**src/rtl/vga_timing_gen.sv**
```systemverilog
// Raster timing source: clk divider to a pixel strobe, h/v counters, registered syncs and a per-frame animate pulse.
// Define VGA_SYNC_DELAY_EN to delay hsync/vsync/active by two pixel strobes to match a 2-stage colour pipeline.
module vga_timing_gen #(
    parameter int   CLK_DIV  = 4,
    parameter int   H_ACTIVE = 640,
    parameter int   H_FP     = 16,
    parameter int   H_SYNC   = 96,
    parameter int   H_BP     = 48,
    parameter int   V_ACTIVE = 480,
    parameter int   V_FP     = 10,
    parameter int   V_SYNC   = 2,
    parameter int   V_BP     = 33,
    parameter logic SYNC_POL = 1'b0
) (
    input  logic       clk,
    input  logic       rst,
    output logic       pix_clk,
    output logic [9:0] x,
    output logic [9:0] y,
    output logic       active,
    output logic       hsync,
    output logic       vsync,
    output logic       animate
);

    localparam int H_TOTAL = H_ACTIVE + H_FP + H_SYNC + H_BP;
    localparam int V_TOTAL = V_ACTIVE + V_FP + V_SYNC + V_BP;
    localparam int DIV_W   = $clog2(CLK_DIV);

    localparam logic [DIV_W-1:0] DIV_LAST = DIV_W'(CLK_DIV - 1);
    localparam logic [9:0] H_LAST     = 10'(H_TOTAL - 1);
    localparam logic [9:0] V_LAST     = 10'(V_TOTAL - 1);
    localparam logic [9:0] H_ACT      = 10'(H_ACTIVE);
    localparam logic [9:0] V_ACT      = 10'(V_ACTIVE);
    localparam logic [9:0] V_ACT_LAST = 10'(V_ACTIVE - 1);
    localparam logic [9:0] HS_BEG     = 10'(H_ACTIVE + H_FP);
    localparam logic [9:0] HS_END     = 10'(H_ACTIVE + H_FP + H_SYNC);
    localparam logic [9:0] VS_BEG     = 10'(V_ACTIVE + V_FP);
    localparam logic [9:0] VS_END     = 10'(V_ACTIVE + V_FP + V_SYNC);

    logic [DIV_W-1:0] div_q, div_d;
    logic             pix_q, pix_d;
    logic [9:0]       x_q, x_d, y_q, y_d;
    logic             active_q, active_d;
    logic             hsync_q, hsync_d;
    logic             vsync_q, vsync_d;
    logic             animate_q, animate_d;

    // Syncs and active are decoded from the next-state counters so they land on the same edge as x/y.
    always_comb begin
        div_d = (div_q == DIV_LAST) ? '0 : div_q + 1'b1;
        pix_d = (div_d == DIV_LAST);
        x_d   = x_q;
        y_d   = y_q;
        if (pix_q) begin
            if (x_q == H_LAST) begin
                x_d = '0;
                y_d = (y_q == V_LAST) ? '0 : y_q + 10'd1;
            end else begin
                x_d = x_q + 10'd1;
            end
        end
        active_d  = (x_d < H_ACT) && (y_d < V_ACT);
        hsync_d   = ((x_d >= HS_BEG) && (x_d < HS_END)) ? SYNC_POL : ~SYNC_POL;
        vsync_d   = ((y_d >= VS_BEG) && (y_d < VS_END)) ? SYNC_POL : ~SYNC_POL;
        animate_d = pix_q && (x_q == H_LAST) && (y_q == V_ACT_LAST);
    end

    always_ff @(posedge clk or posedge rst) begin
        if (rst) begin
            div_q     <= '0;
            pix_q     <= 1'b0;
            x_q       <= '0;
            y_q       <= '0;
            active_q  <= 1'b1;
            hsync_q   <= ~SYNC_POL;
            vsync_q   <= ~SYNC_POL;
            animate_q <= 1'b0;
        end else begin
            div_q     <= div_d;
            pix_q     <= pix_d;
            x_q       <= x_d;
            y_q       <= y_d;
            active_q  <= active_d;
            hsync_q   <= hsync_d;
            vsync_q   <= vsync_d;
            animate_q <= animate_d;
        end
    end

    assign pix_clk = pix_q;
    assign x       = x_q;
    assign y       = y_q;
    assign animate = animate_q;

`ifdef VGA_SYNC_DELAY_EN
    logic [1:0] hs_dly_q, vs_dly_q, act_dly_q;

    // Stage 0 captures the pixel being left on this strobe, so stage 1 trails x,y by two pixels.
    always_ff @(posedge clk or posedge rst) begin
        if (rst) begin
            hs_dly_q  <= {2{~SYNC_POL}};
            vs_dly_q  <= {2{~SYNC_POL}};
            act_dly_q <= 2'b00;
        end else if (pix_q) begin
            hs_dly_q  <= {hs_dly_q[0], hsync_q};
            vs_dly_q  <= {vs_dly_q[0], vsync_q};
            act_dly_q <= {act_dly_q[0], active_q};
        end
    end

    assign hsync  = hs_dly_q[1];
    assign vsync  = vs_dly_q[1];
    assign active = act_dly_q[1];
`else
    assign hsync  = hsync_q;
    assign vsync  = vsync_q;
    assign active = active_q;
`endif

endmodule
```
**config.mk**
```make
export PLATFORM = sky130hd
export DESIGN_NAME = vga_timing_gen
export DESIGN_NICKNAME = d
export VERILOG_FILES = /design/src/rtl/vga_timing_gen.sv
export SDC_FILE = /design/constraint.sdc
export NUM_CORES = 1
export LEC_CHECK = 0
export ABC_AREA = 1
export CORE_MARGIN = 2
export CORE_UTILIZATION = 57
export CTS_CLUSTER_DIAMETER = 100
export DETAILED_ROUTE_END_ITERATION = 8
export PLACE_DENSITY = 0.93
export SLEW_MARGIN = 15
export SYNTH_ARGS = -nofsm -noshare
export SYNTH_HDL_FRONTEND = slang
export SYNTH_SLANG_ARGS = --single-unit
```
**constraint.sdc**
```tcl
create_clock -name clk -period 3 [get_ports clk]
set_input_delay 0.9 -clock clk [delete_from_list [all_inputs] [get_ports clk]]
set_output_delay 0.9 -clock clk [all_outputs]
set_load 0.01 [all_outputs]
```
==> results.txt, run 1 <==
----------------------------------------------------
[Placement]
  Cell area after placement ... ~2000 sq um
  Post-detailed-placement half-perimeter wirelength ... 2.518 mm
  Final GP Congestion ... just under 0.9
  Port Buffer Count ... 26
  Pre-CTS worst setup slack ... a little over 900 ps

[Die]
  I/O pin count ... 27
  Area enclosed by the die boundary ... 3380 sq um
  DIE WIDTH ... about 58 microns
  Die Span Y ... roughly 58 microns
  Rows ... 19
  Standard cell core area ... ~2800 sq um
  Initial core utilization ... 0.6005

[Setup path]
  Required @ worst endpoint ... 2100 ps
  Critical path's top delay family ... flip-flops
  CP endpoint kind ... output pin
  Arr. time, crit path ... about 1500 ps
  Slowest stage delay, CP ... ~610 ps
  Cell type of the slowest stage on the worst timing path ... dfrtp_1
  Total buffers and inverters traversed by the critical path ... 1
  Type of the worst setup path ... reg2out
  Cell Chain, Critical Path ... clkdlybuf4s50_1
  Kind of start point of the critical path ... flop
  CP max FO ... 14

[Global routing]
  Total congestion overflow ... 0
  Wire length of the first global-routing pass ... between 5 and 6 mm
  Number of antenna violations at the first check in global routing ... 0
  Largest net degree at the start of global routing ... 16
  Vias in the first global route ... around 1300
  GRT Util Overall ... 0.2112

[Final layout]
  Combined flip-flop and latch cell area ... 679.4 sq um
  Post-route cell area ... approximately 2000 sq um
  Fill cell total of the finished layout ... between 200 and 250
  Area delta synth->final ... 19.03%
  Number of nets in the finished design ... 270
  Multi-input combinational cell area ... approximately 800 sq um
  Fraction of final layout cells sized beyond drive strength 1 ... 0.07634
  ANT cells ... 0

[Synth]
  Mapped Nets ... between 200 and 250
  Count of cell types in the netlist ... 31
  Share of synthesized area occupied by flip-flops and latches ... 0.4067
  Number of warnings issued by yosys ... 0
  Number of synthesized register bits ... 27
  Main synth FF type ... dfrtp_1
  Mapped cell area ... about 1700 sq um
  Gate Count Post-Synth ... around 230
  Syn Area/Cell ... around 7 sq um
  Async SR Flop Fraction ... 1.000
  Number of synthesized flops with an enable pin ... 0

[Pwr]
  VDD IR-drop max ... about 0.00027 V
  Power consumption ... about 0.00053 W
  Power per standard cell area ... 266.0 nW/um^2
  Static Leak ... 1.032 nW

[Drt]
  Vias ... roughly 1500
  Wire length per cell ... ~11 microns
  Antenna Violating Nets Remaining ... 0
  DR vias/cell ... around 5.0
  Aggregate routed wire length ... between 3 and 4 mm
  Post-route DRC ... 0
  Violation count after the first detailed-routing iteration ... 92
  TritonRoute pass-1 iters ... 4

[Timing]
  Worst clock skew on the final layout ... 5.562 ps
  Unrepaired setup endpoints after global routing ... false
  Final critical-path required period ... 2440 ps
  Crit share post-route ... 0.8134
  Worst Setup Slack, final ... approximately 560 ps
  Final hold vios ... 0
  Actual transition at the worst max-transition pin ... 468.5 ps
  Slew Viols, Final ... 0
  Setup Total Neg Slack ... 0 ps
  Max-Slew Margin vs Limit ... 0.6873
  Final number of setup-violating endpoints ... 0
  Max Fclk ... 0.4098 GHz

[Clocking]
  CTS tree ... done
  Clock transition at path regs ... around 140 ps
  Post-cts hold buffer count ... 0
  Post-CTS setup repair buffer count ... 0
  Total of cells resized after clock tree synthesis ... 0
  Later-pin clock latency in the skew report ... about 320 ps
  Depth of the CTS H-tree ... 1
  Clk buf depth ... 2
  Root buffer cell ... clkbuf_4
  TritonCTS Buffers ... 3
  Clock Sinks ... 27

[Status]
  Status ... completed

[Min path]
  Worst hold path type ... reg2reg

[Run]
  Count of maximum capacitance violations ... 0

----------------------------------------------------
[final timing paths]
path	slack, ps	endpoint	depth (start not counted)	from
worst min register to register	470	div_q[0]	1	div_q[0]
min in group asynchronous	870	y[7]	2	rst
worst max-delay path	560	pix_clk	1	pix_clk
worst max register to register	1030	active	12	x[0]
max in group asynchronous	1560	x[4]	3	rst
worst min-delay path	470	div_q[0]	1	div_q[0]
[synth_stat cells, types with 2 or more instances]
cell | instances | area, sq um
nand4_1 | 6 | 37.54
xor2_1 | 2 | 17.52
a21oi_1 | 2 | 10.01
nand2_1 | 63 | 236.5
ha_1 | 5 | 62.56
o21ai_0 | 3 | 15.01
nand3_1 | 22 | 110.1
nor2_2 | 2 | 12.51
nor3_1 | 3 | 15.01
nor2_1 | 33 | 123.9
dfstp_2 | 3 | 78.83
dfrtp_1 | 24 | 600.6
inv_1 | 46 | 172.7
nand2_2 | 2 | 12.51
[stage by stage]
step	std cells	utilization	hold slack (ps)
after floorplan	233	-	427.9
after global placement	289	0.7054	444.4
after detailed placement	289	0.7054	454.0
after CTS	293	0.7148	478.6
after global routing	293	0.7148	503.0
final	293	0.7148	474.7
[flip-flops by register name (all words and copies together) (netlist names)]
signal / cells
active: 1
animate: 1
div_q: 2
hsync: 1
pix_clk: 1
vsync: 1
x: 10
y: 10
[cell usage in the layout, fill, tap and decap left out, drive strengths merged]
cell type      Yosys  final
ha                 5      5
clkbuf             1      4
o31ai              1      1
buf                1      1
nor2              37     37
o21ai              5      5
nand3             24     24
nor3               4      4
o21bai             1      1
xor2               2      2
dfstp              3      3
clkdlybuf4s50      0     26
o22ai              1      1
inv               47     47
and3               1      1
a21oi              3      3
a31oi              1      1
nand4              6      6
dfrtp             24     24
nand2             66     66
[area by class of cell]
cell class	instances	area share
clock buffer	4	0.01322
inverter	47	0.08999
multi-input combinational	157	0.4009
sequential	27	0.3417
tap	31	0.01951
timing repair buffer	27	0.1347
[where the power goes]
part	leakage (nW)	total, W	switching [W]	internal [W]
Clock	0.0150	0.000156	0.000104	0.0000520
Sequential	0.353	0.000364	0	0.000364
Combinational	0.664	0.00000903	0.00000697	0.00000205
[cell families (layout without fill, tap and decap cells)]
logic type / count (synthesis) / count (layout) / synth area share
adder cells (fa/ha/maj): 5 / 5 / 0.03745
AO/OA/AOI/OAI: 12 / 12 / 0.04944
XOR/XNOR: 2 / 2 / 0.01049
AND/OR/NAND/NOR: 138 / 138 / 0.3798
flip-flops: 27 / 27 / 0.4067
buffers and inverters: 49 / 78 / 0.1161
[layer usage]
metal / up-vias / global-route usage / share of wire
met5: - / 0 / 0
met4: 0 / 0.05980 / 0.012
met3: 4 / 0.02009 / 0.042
met2: 37 / 0.3604 / 0.48
met1: 658 / 0.2872 / 0.47
li1: 773 / - / -
No activity file was read; power rests on OpenSTA's default activity.
==> run 2, diff against run 1 <==
--- a/config.mk
+++ b/config.mk
@@ -7,10 +7,10 @@
 export LEC_CHECK = 0
 export ABC_AREA = 1
 export CORE_MARGIN = 2
-export CORE_UTILIZATION = 57
+export CORE_UTILIZATION = 53
 export CTS_CLUSTER_DIAMETER = 100
 export DETAILED_ROUTE_END_ITERATION = 8
-export PLACE_DENSITY = 0.93
+export PLACE_DENSITY = 0.88
 export SLEW_MARGIN = 15
 export SYNTH_ARGS = -nofsm -noshare
 export SYNTH_HDL_FRONTEND = slang
==> constraint.sdc (replaced) <==
create_clock -name clk -period 2.4 [get_ports clk]
set_input_delay 0.72 -clock clk [delete_from_list [all_inputs] [get_ports clk]]
set_output_delay 0.72 -clock clk [all_outputs]
set_load 0.01 [all_outputs]
==> run 2 against run 1 <==
Effect of this change:
- sequential cell count is the same
- combinational power grew 26%
- via count grew 5.4%
- sequential share of layout area shrank 0.28 points
- cell area grew 0.82%
- core utilization shrank 5.3 points
- largest cell class unchanged
==> results.txt, run 2 (synthesis results as in run 1) <==
----------------------------------------------------
[Global routing]
  Number of antenna violations at the first check in global routing ... 0 (unchanged)
  Largest net degree at the start of global routing ... 28 (was 16)
  GRT Util Overall ... 0.2131 (was 0.2112)
  Total congestion overflow ... 0 (unchanged)
  Wire length of the first global-routing pass ... 5.851 mm (was 5.554 mm)
  Vias in the first global route ... 1445 (was 1282)

[Min path]
  Worst hold path type ... reg2reg (unchanged)
  Worst hold path cell count ... 1 (unchanged)
  Min-Delay Endpoint ... div_q[0] (unchanged)
  Hold path startpoint ... div_q[0] (unchanged)

[Clocking]
  Post-CTS setup repair buffer count ... 0 (unchanged)
  Clk buf depth ... 2 (unchanged)
  CTS tree ... done (unchanged)
  Clock Sinks ... 27 (unchanged)
  Later-pin clock latency in the skew report ... 320 ps (about the same)
  Clock transition at path regs ... 140 ps (about the same)
  TritonCTS Buffers ... 3 (unchanged)
  Total of cells resized after clock tree synthesis ... 0 (unchanged)
  Post-cts hold buffer count ... 0 (unchanged)
  Root buffer cell ... clkbuf_4 (unchanged)
  Depth of the CTS H-tree ... 1 (unchanged)

[Pwr]
  Switch Pwr ... 0.0001352 W (was 0.0001106 W)
  Proportion of power drawn by the clock network ... 0.291 (was 0.294)
  Static Leak ... 1.032 nW (unchanged)
  Int Power ... 0.0005229 W (was 0.0004183 W)
  Combinational power share ... 0.017 (about the same)
  VDD IR-drop max ... 0.0002243 V (was 0.0002673 V)
  Power per standard cell area ... 328.3 nW/um^2 (was 266.0 nW/um^2)
  Sequential share of power ... 0.692 (was 0.689)
  Sw frac ... 0.2054 (was 0.2091)

[Final layout]
  Post-route cell area ... 2004 sq um (was 1988 sq um)
  Area delta synth->final ... 20.00% (was 19.03%)
  Highest-count cells in the layout ignoring fill and taps ... nand2_1, inv_1, nor2_1 (unchanged)
  Fraction of final layout cells sized beyond drive strength 1 ... 0.07634 (unchanged)
  Number of nets in the finished design ... 270 (unchanged)
  Most common library cell in the layout ignoring fill and taps ... nand2_1 (unchanged)
  ANT cells ... 0 (unchanged)

[Placement]
  Post-detailed-placement half-perimeter wirelength ... 2.661 mm (was 2.518 mm)
  Port Buffer Count ... 26 (unchanged)
  Cell area after placement ... 1978 sq um (was 1962 sq um)
  Pre-CTS worst setup slack ... 509.5 ps (was 933.2 ps)
  Final GP Congestion ... 0.8987 (was 0.8883)

[Die]
  DIE WIDTH ... 60.14 microns (was 58.14 microns)
  Area enclosed by the die boundary ... 3617 sq um (was 3380 sq um)
  Standard cell core area ... 3028 sq um (was 2781 sq um)
  Die Span Y ... 60.14 microns (was 58.14 microns)
  I/O pin count ... 27 (unchanged)
  Rows ... 20 (was 19)
  Initial core utilization ... 0.5517 (was 0.6005)

[Setup path]
  Cell type of the slowest stage on the worst timing path ... clkdlybuf4s50_1 (was dfrtp_1)
  Critical R2R Launch ... x[0] (unchanged)
  Kind of start point of the critical path ... flop (unchanged)
  Setup slack of the most critical reg-to-reg path ... 500 ps (was 1030 ps)
  Cell count of the worst reg-to-reg path ... 10 (was 12)
  CP endpoint kind ... output pin (unchanged)
  Type of the worst setup path ... reg2out (unchanged)
  Arr. time, crit path ... 1550 ps (was 1540 ps)
  R2R Path End ... vsync (was active)
  Total buffers and inverters traversed by the critical path ... 1 (unchanged)
  CP max FO ... 14 (unchanged)
  Required @ worst endpoint ... 1680 ps (was 2100 ps)
  Slowest stage delay, CP ... 620 ps (was 610 ps)
  Cell Chain, Critical Path ... clkdlybuf4s50_1 (unchanged)
  Critical path's top delay family ... buffers and inverters (was flip-flops)

[Timing]
  Worst Setup Slack, final ... 131.7 ps (was 559.8 ps)
  Actual transition at the worst max-transition pin ... 404.5 ps (was 468.5 ps)
  Setup Total Neg Slack ... 0 ps (unchanged)
  Slew Viols, Final ... 0 (unchanged)
  Unrepaired setup endpoints after global routing ... false (unchanged)
  Final hold vios ... 0 (unchanged)
  Crit share post-route ... 0.9451
  Final number of setup-violating endpoints ... 0 (unchanged)
  Max Fclk ... roughly 0.44 GHz
  Worst clock skew on the final layout ... 6.289 ps (was 5.562 ps)
  Max-Slew Margin vs Limit ... 0.7303 (was 0.6873)
  Final critical-path required period ... ~2300 ps

[Drt]
  DR vias/cell ... 5.072 (was 5.024)
  Vias ... 1552 (was 1472)
  Violation count after the first detailed-routing iteration ... 102 (was 92)
  Wire length per cell ... 11.30 microns (was 11.16 microns)
  Aggregate routed wire length ... 3.457 mm (was 3.269 mm)
  TritonRoute pass-1 iters ... 4 (unchanged)
  Antenna Violating Nets Remaining ... 0 (unchanged)
  Post-route DRC ... 0 (unchanged)

[Run]
  Count of maximum capacitance violations ... 0 (unchanged)

[Status]
  Status ... completed (unchanged)

----------------------------------------------------
## run 2: cell counts in the layout (fill, tap and decap cells not counted)
No cell type changed its count.
## run 2: metal layers
metal,track usage,vias up,wire [microns]
met3,0.02165,4,110
met1,0.2576,737,1555
met2,0.3913,37,1773
met5,0,-,0
li1,-,774,-
met4,0.06984,0,17
## run 2: final cells by class
class | count | area [sq um]
sequential | 27 | 679.4
fill | 269 | 1023
clock buffer | 4 | 26.28
inverter | 47 | 178.9
tap | 44 | 55.05
multi-input combinational | 157 | 797.0
timing repair buffer | 27 | 267.8
## run 2: power by group through the flow
stage,Sequential [W],Combinational [W],Clock (W)
floorplan,0.000464,0.00000670,0
global placement,0.000464,0.0000122,0
detailed placement,0.000464,0.0000123,0
CTS,0.000455,0.0000123,0.000200
global route,0.000455,0.0000137,0.000213
finish,0.000455,0.0000114,0.000191
## run 2: worst max-delay path by stage
stage,startpoint,endpoint,slack [ps],depth (start not counted)
4_1_cts,pix_clk,pix_clk,130,1
3_3_place_gp,pix_clk,pix_clk,510,1
6_report,pix_clk,pix_clk,130,1
3_5_place_dp,pix_clk,pix_clk,510,1
2_1_floorplan,x[0],active,730,13
5_1_grt,pix_clk,pix_clk,50,1
## run 2: metrics by stage
stage,power [W],util,hold slack [ps],std cells
finish,0.0006580,0.6620,481.3,306
global route,0.0006817,0.6620,507.2,306
CTS,0.0006674,0.6620,479.8,306
detailed placement,0.0004759,0.6533,458.6,302
global placement,0.0004758,0.6533,447.5,302
floorplan,0.0004703,-,427.9,233
